[src/rtl/dds_pkg.sv]
// Shared types and phase constants for the DDS symbol scheduler.
// Phase constants are expressed at the reference width and rescaled by users.
package dds_pkg;

   localparam int DDS_PHASE_W = 8;

   typedef enum logic [1:0] {
      MODE_BFSK = 2'b00,
      MODE_BPSK = 2'b01,
      MODE_QPSK = 2'b10,
      MODE_RSVD = 2'b11
   } mode_e;

   typedef enum logic [2:0] {
      IDLE,
      PRIME,
      RUN,
      GAP,
      DONE
   } state_e;

   localparam logic [DDS_PHASE_W-1:0] PH_90  = DDS_PHASE_W'(1) << (DDS_PHASE_W - 2);
   localparam logic [DDS_PHASE_W-1:0] PH_180 = PH_90 << 1;
   localparam logic [DDS_PHASE_W-1:0] PH_270 = PH_90 + PH_180;

   function automatic logic [DDS_PHASE_W-1:0] quadrant_phase(input logic [1:0] quad);
      case (quad)
         2'd1:    return PH_90;
         2'd2:    return PH_180;
         2'd3:    return PH_270;
         default: return '0;
      endcase
   endfunction

endpackage

[src/rtl/dds_symbol_scheduler_if.sv]
// Symbol stream between the symbol source (master) and the scheduler (slave).
interface dds_symbol_scheduler_if;

   logic       sym_valid;
   logic [1:0] sym_data;
   logic       sym_last;
   logic       sym_ready;

   modport master (output sym_valid, output sym_data, output sym_last, input sym_ready);
   modport slave  (input sym_valid, input sym_data, input sym_last, output sym_ready);

endinterface

[src/rtl/sym_timer.sv]
// Loadable samples-per-symbol down-counter; holds at zero until reloaded.
module sym_timer #(
   parameter int CNT_W = 10
) (
   input  logic             clk,
   input  logic             rst,
   input  logic             load,
   input  logic             dec,
   input  logic [CNT_W-1:0] load_val,
   output logic [CNT_W-1:0] cnt,
   output logic             zero
);

   // NOTE: sequential state uses non-blocking assignments so every flop samples pre-edge values.
   always_ff @(posedge clk) begin
      if (!rst) begin
         cnt <= '0;
      end else if (load) begin
         cnt <= load_val;
      end else if (dec && (cnt != '0)) begin
         cnt <= cnt - CNT_W'(1);
      end
   end

   assign zero = (cnt == '0);

endmodule

[src/rtl/dds_symbol_scheduler.sv]
// Holds each modulation symbol for a programmable number of samples and drives
// the DDS frequency word, phase offset and accumulator enable/clear.
module dds_symbol_scheduler
   import dds_pkg::*;
#(
   parameter int PHASE_W = DDS_PHASE_W,
   parameter int CNT_W   = 10
) (
   input  logic                   clk,
   input  logic                   rst,
   input  logic [1:0]             mode,
   input  logic [PHASE_W-1:0]     f0_word,
   input  logic [PHASE_W-1:0]     f1_word,
   input  logic [CNT_W-1:0]       sym_len,
   input  logic                   start,
   input  logic                   abort,
   dds_symbol_scheduler_if.slave  sym,
   output logic                   dds_en,
   output logic                   dds_clr,
   output logic [PHASE_W-1:0]     freq_word,
   output logic [PHASE_W-1:0]     phase_off,
   output logic                   sym_strobe,
   output logic                   busy,
   output logic                   done,
   output logic                   underrun
);

   state_e             state_q, state_d;
   mode_e              mode_q;
   logic [PHASE_W-1:0] f0_q, f1_q;
   logic [CNT_W-1:0]   len_q;
   logic               last_q;

   logic               cfg_ld, ld_sym, dec, clr_d, und_d, sym_hs;
   logic [CNT_W-1:0]   cnt;
   logic               cnt_zero;
   logic [PHASE_W-1:0] map_freq, map_off;
   logic [1:0]         map_quad;

   sym_timer #(.CNT_W(CNT_W)) u_timer (
      .clk      (clk),
      .rst      (rst),
      .load     (ld_sym),
      .dec      (dec),
      .load_val (len_q - CNT_W'(1)),
      .cnt      (cnt),
      .zero     (cnt_zero)
   );

   // Ready comes only from state and counter so the source never sees a combinational loop.
   assign sym.sym_ready = !abort &&
                          ((state_q == PRIME) || (state_q == GAP) ||
                           ((state_q == RUN) && cnt_zero && !last_q));
   assign sym_hs = sym.sym_ready && sym.sym_valid;

   // NOTE: every combinational output gets a default first, so no path can infer a latch.
   always_comb begin
      map_freq = f0_q;
      map_quad = 2'b00;
      case (mode_q)
         MODE_BFSK: map_freq = sym.sym_data[0] ? f1_q : f0_q;
         MODE_BPSK: map_quad = {sym.sym_data[0], 1'b0};
         MODE_QPSK: map_quad = sym.sym_data;
         default:   ;
      endcase
   end

   // Quadrant phase sits in the MSBs whatever PHASE_W is.
   assign map_off = PHASE_W'({quadrant_phase(map_quad), {PHASE_W{1'b0}}} >> DDS_PHASE_W);

   always_comb begin
      state_d = state_q;
      cfg_ld  = 1'b0;
      ld_sym  = 1'b0;
      dec     = 1'b0;
      clr_d   = 1'b0;
      und_d   = underrun;
      if (abort && (state_q != IDLE)) begin
         state_d = IDLE;
         clr_d   = 1'b1;
      end else begin
         case (state_q)
            IDLE: begin
               if (start && !abort && (mode != MODE_RSVD)) begin
                  state_d = PRIME;
                  cfg_ld  = 1'b1;
                  clr_d   = 1'b1;
                  und_d   = 1'b0;
               end
            end
            PRIME, GAP: begin
               if (sym_hs) begin
                  ld_sym  = 1'b1;
                  state_d = RUN;
               end
            end
            RUN: begin
               if (!cnt_zero) begin
                  dec = 1'b1;
               end else if (last_q) begin
                  state_d = DONE;
               end else if (sym_hs) begin
                  ld_sym = 1'b1;
               end else begin
                  state_d = GAP;
                  und_d   = 1'b1;
               end
            end
            DONE:    state_d = IDLE;
            default: state_d = IDLE;
         endcase
      end
   end

   always_ff @(posedge clk) begin
      if (!rst) begin
         state_q    <= IDLE;
         mode_q     <= MODE_BFSK;
         f0_q       <= '0;
         f1_q       <= '0;
         len_q      <= '0;
         last_q     <= 1'b0;
         dds_en     <= 1'b0;
         dds_clr    <= 1'b0;
         freq_word  <= '0;
         phase_off  <= '0;
         sym_strobe <= 1'b0;
         busy       <= 1'b0;
         done       <= 1'b0;
         underrun   <= 1'b0;
      end else begin
         state_q    <= state_d;
         dds_en     <= (state_d == RUN);
         dds_clr    <= clr_d;
         sym_strobe <= ld_sym;
         busy       <= (state_d != IDLE);
         done       <= (state_d == DONE);
         underrun   <= und_d;
         if (cfg_ld) begin
            mode_q <= mode_e'(mode);
            f0_q   <= f0_word;
            f1_q   <= f1_word;
            len_q  <= (sym_len == '0) ? CNT_W'(1) : sym_len;
         end
         if (ld_sym) begin
            freq_word <= map_freq;
            phase_off <= map_off;
            last_q    <= sym.sym_last;
         end
      end
   end

endmodule

[src/flat_wrapper.sv]
// flat-port wrapper written by rule: the top's interface ports become plain ports
module dds_symbol_scheduler_flat import dds_pkg::*;
#(
   parameter int PHASE_W = DDS_PHASE_W,
   parameter int CNT_W   = 10
)
  (clk, rst, mode, f0_word, f1_word, sym_len, start, abort, dds_en, dds_clr, freq_word, phase_off, sym_strobe, busy, done, underrun, sym_sym_valid, sym_sym_data, sym_sym_last, sym_sym_ready);
  dds_symbol_scheduler_if sym_i ();
  input  logic clk;
  input  logic rst;
  input  logic [1:0] mode;
  input  logic [PHASE_W-1:0] f0_word;
  input  logic [PHASE_W-1:0] f1_word;
  input  logic [CNT_W-1:0] sym_len;
  input  logic start;
  input  logic abort;
  output logic dds_en;
  output logic dds_clr;
  output logic [PHASE_W-1:0] freq_word;
  output logic [PHASE_W-1:0] phase_off;
  output logic sym_strobe;
  output logic busy;
  output logic done;
  output logic underrun;
  input wire logic [$bits(sym_i.sym_valid)-1:0] sym_sym_valid;
  input wire logic [$bits(sym_i.sym_data)-1:0] sym_sym_data;
  input wire logic [$bits(sym_i.sym_last)-1:0] sym_sym_last;
  output wire logic [$bits(sym_i.sym_ready)-1:0] sym_sym_ready;
  assign sym_i.sym_valid = sym_sym_valid;
  assign sym_i.sym_data = sym_sym_data;
  assign sym_i.sym_last = sym_sym_last;
  assign sym_sym_ready = sym_i.sym_ready;
  dds_symbol_scheduler #(.PHASE_W(PHASE_W), .CNT_W(CNT_W)) u_core (.clk(clk), .rst(rst), .mode(mode), .f0_word(f0_word), .f1_word(f1_word), .sym_len(sym_len), .start(start), .abort(abort), .sym(sym_i), .dds_en(dds_en), .dds_clr(dds_clr), .freq_word(freq_word), .phase_off(phase_off), .sym_strobe(sym_strobe), .busy(busy), .done(done), .underrun(underrun));
endmodule
[config.mk]
export PLATFORM = sky130hd
export DESIGN_NAME = dds_symbol_scheduler_flat
export DESIGN_NICKNAME = d
export VERILOG_FILES = /design/src/rtl/dds_pkg.sv /design/src/rtl/dds_symbol_scheduler_if.sv /design/src/rtl/sym_timer.sv /design/src/rtl/dds_symbol_scheduler.sv /design/src/flat_wrapper.sv
export SDC_FILE = /design/constraint.sdc
export NUM_CORES = 1
export LEC_CHECK = 0
export CELL_PAD_IN_SITES_DETAIL_PLACEMENT = 0
export CELL_PAD_IN_SITES_GLOBAL_PLACEMENT = 1
export CORE_AREA = 2 2 98 81
export DETAILED_ROUTE_END_ITERATION = 10
export DIE_AREA = 0 0 100 83
export PLACE_DENSITY = 0.88
export SYNTH_ARGS = -nofsm -noshare
export SYNTH_HDL_FRONTEND = slang
export SYNTH_HIERARCHICAL = 1
export SYNTH_SLANG_ARGS = --single-unit
[constraint.sdc]
create_clock -name clk -period 9.9 [get_ports clk]
set_input_delay 1.485 -clock clk [delete_from_list [all_inputs] [get_ports clk]]
set_output_delay 1.485 -clock clk [all_outputs]
set_load 0.1 [all_outputs]
==> impl_results.md <==
* CP Cell Sequence: inv_1 > ha_1 > or4b_1 > nor3_1 > nand3b_1 > a211oi_1 > clkdlybuf4s50_1
* Die Ht at 83 µm
* Post-synthesis instance area at 2830 µm²
* Final wirelength at 6770 µm
* Total power density per cell area at 158 nW/µm²
* RSZ-0062 raised after global routing: false
* FF+latch area at 1160 µm²
* Slew headroom at 29.5%
* Number of flops mapped to enable cells by yosys at 0
* Hold Buf Count CTS at 0
* CP peak stage delay at 1.16 ns
* WP buf/inv at 2
* Boundary Pins at 59
* Final Hold Slack at 0.457 ns
* Fin. max-slew vios at 0
* Fin Clk Skew at 0.00624 ns
* Status: complete, no violations
* Post-Synthesis Cells at 337
* Area leader, netlist: dfxtp_1
* Fill cell count at 703
* Die area at 8300 µm²
* Post-synthesis cell type count at 53
* Setup bufs post-CTS at 0
* Ys async rst share at 0%
* Pleak at 1.40 nW
* Via/cell ratio at 5.27
* Seq/Total Area, Yosys at 41.1%
* Gr ovfl total at 0
* Vias in the first global route at 2,339
* Die X at 100 µm
* Fin crit share at 54.6%
* Initial core utilization at 38.8%
* CTS tree: done
* All-Layer GR Usage at 17.1%
* Fraction of layout cells with a size suffix above 1 at 6.48%
* Ys flop type: dfxtp_1
* Dpl ws at 4.88 ns
* Cts bufs inserted at 9
* Max Root-Sink Buffers at 2
* Final setup viols at 0
* Crit path max-delay cell type: clkdlybuf4s50_1
* Synth Area per Inst at 8.39 µm²
* Hold WC Path Type: reg -> reg
* Clock latency on the worst-skew pair at 0.33 ns
* Footprint of the multi-input gates at 1490 µm²
* Critical Path AT at 3.92 ns
* Slew @ Worst Pin at 1.06 ns
* Resized Gates After CTS at 0
* Ranking of synthesized cells by area: dfxtp_1, nand2_1, a21boi_0
* PortBufs at 52
* Vias at 2,508
* Worst Path Max Fanout at 9
* Count leader, synth: nand2_1
* Ys Warns at 6
* # rows at 28
* Post-route ant nets at 0
* Clk root buf: clkbuf_8
* Req. time, crit path at 8.42 ns
* Post-layout min period at 5.40 ns
* Clk slew on worst S/H paths at 0.06 ns
* F_max at 0.185 GHz
* Delay-heaviest family, CP: simple AND/OR/NAND/NOR gates
* PnR worst setup slack at 4.50 ns
* Layout area overhead at 25.6%
* Core ar. at 7290 µm²
* Final hold violations at 0
* Worst setup SP type: register
* Largest net degree at the start of global routing at 59
* Pre-antenna DRT Iters at 4
* Ant diodes at 0
* Area share of the largest cell type after synthesis at 41.1%
* First-iteration detailed-routing DRC count at 161
* Sink Count at 58
* Total negative slack at 0 ns
* Max-Cap Viols at 0
* First-pass GRT wire length at 11,300 µm
* Worst Setup End Kind: primary output
* WS Path Type: reg -> out
* Fin nets at 423
* Initial antenna violation count at 0
* Htree depth at 3
* Routed WL per cell at 14.2 µm
* Max IR drop VDD at 0.0722 mV
* Commonest cells in the synthesized netlist: nand2_1, dfxtp_1, a21boi_0
* Synth Register Bits at 58
* Final Wtd Congestion at 0.819
* Drt drc at 0
* Hpwl dp at 4630 µm
==> placed cells by master (no fill, tap or decap), types with 4 or more instances in the layout <==
cell	netlist	layout
xor2_1	5	5
nor3_1	7	7
nand3_1	20	20
nand2_1	71	71
a21boi_0	26	26
inv_1	15	15
o211a_1	10	10
o21ai_0	15	15
conb_1	1	6
clkbuf_8	0	10
clkdlybuf4s50_1	0	52
or4_1	5	5
or3_1	4	4
dfxtp_1	58	58
o21a_1	4	4
ha_1	5	5
nand2b_1	4	4
nor2_1	9	9
a21oi_1	10	10
==> worst paths after layout <==
check	from	to	slack [ns]	cells past startpoint
worst max register to register	u_core/u_timer/cnt[0]	u_core/u_timer/cnt[4]	6.14	11
worst min register to register	u_core/phase_off[6]	u_core/phase_off[6]	0.46	2
worst min-delay path	u_core/phase_off[6]	u_core/phase_off[6]	0.46	2
worst max-delay path	u_core/u_timer/cnt[0]	sym_sym_ready	4.50	7
==> logic make-up (layout without fill, tap and decap cells) <==
group                      after synthesis  after routing  share of synthesized area (%)
and+or+nand+nor                        140            140                           24.2
AOI/OAI and AO/OA                       83             83                           22.7
DFF                                     58             58                           41.1
buffers and inverters                   41             85                           6.77
xor gates and xnor gates                 8              8                           2.48
adders and majority gates                5              5                           2.21
other                                    1              6                          0.133
muxes                                    1              1                          0.398
==> worst register-to-register path: cells and delay by family, from the launching register on <==
| kind | cells | cell delay, ns |
|---|---|---|
| AO/OA/AOI/OAI | 3 | 0.77 |
| adder cells (fa/ha/maj) | 1 | 0.16 |
| buffers and inverters | 3 | 0.74 |
| flip-flops | 1 | 0.34 |
| AND/OR/NAND/NOR | 4 | 1.66 |
==> state kept, by name, summed over array words and instances, names as in the netlist <==
register            count
u_core/f1_q             8
u_core/sym_strobe       1
u_core/phase_off        2
u_core/dds_en           1
u_core/freq_word        8
u_core/last_q           1
u_core/mode_q           2
u_core/len_q           10
u_core/u_timer/cnt     10
u_core/state_q          3
u_core/f0_q             8
u_core/underrun         1
u_core/done             1
u_core/dds_clr          1
u_core/busy             1
==> layer usage <==
metal	part of all wire, %	global-route usage (%)
met5	0	0
met1	48	23.7
met3	5.7	5.05
met4	1.9	6.97
met2	44	24.8
==> stage by stage <==
step | total power, W | cells | utilization (%) | cell area [µm²]
after floorplan | 0.000327 | 342 | - | 2850
after global placement | 0.000354 | 461 | 46.2 | 3370
after detailed placement | 0.000356 | 461 | 46.2 | 3370
after CTS | 0.000565 | 476 | 48.7 | 3550
after global routing | 0.000586 | 476 | 48.7 | 3550
final | 0.000560 | 476 | 48.7 | 3550
==> area by class of cell <==
cell class / count / share of cell area [%]
clock inverter: 3 / 1.13
inverter: 15 / 1.59
timing repair buffer: 55 / 15.3
multi-input combinational: 243 / 42.1
sequential: 58 / 32.7
tap: 90 / 3.17
clock buffer: 12 / 4.09
==> power by group <==
part	internal (W)	total, W	switching, W	leakage (nW)
Combinational	0.0000376	0.000101	0.0000636	0.833
Sequential	0.000242	0.000249	0.00000698	0.471
Clock	0.000121	0.000209	0.0000882	0.0962
Total	0.000401	0.000560	0.000159	1.40
Power figures use the tool's default switching activity.
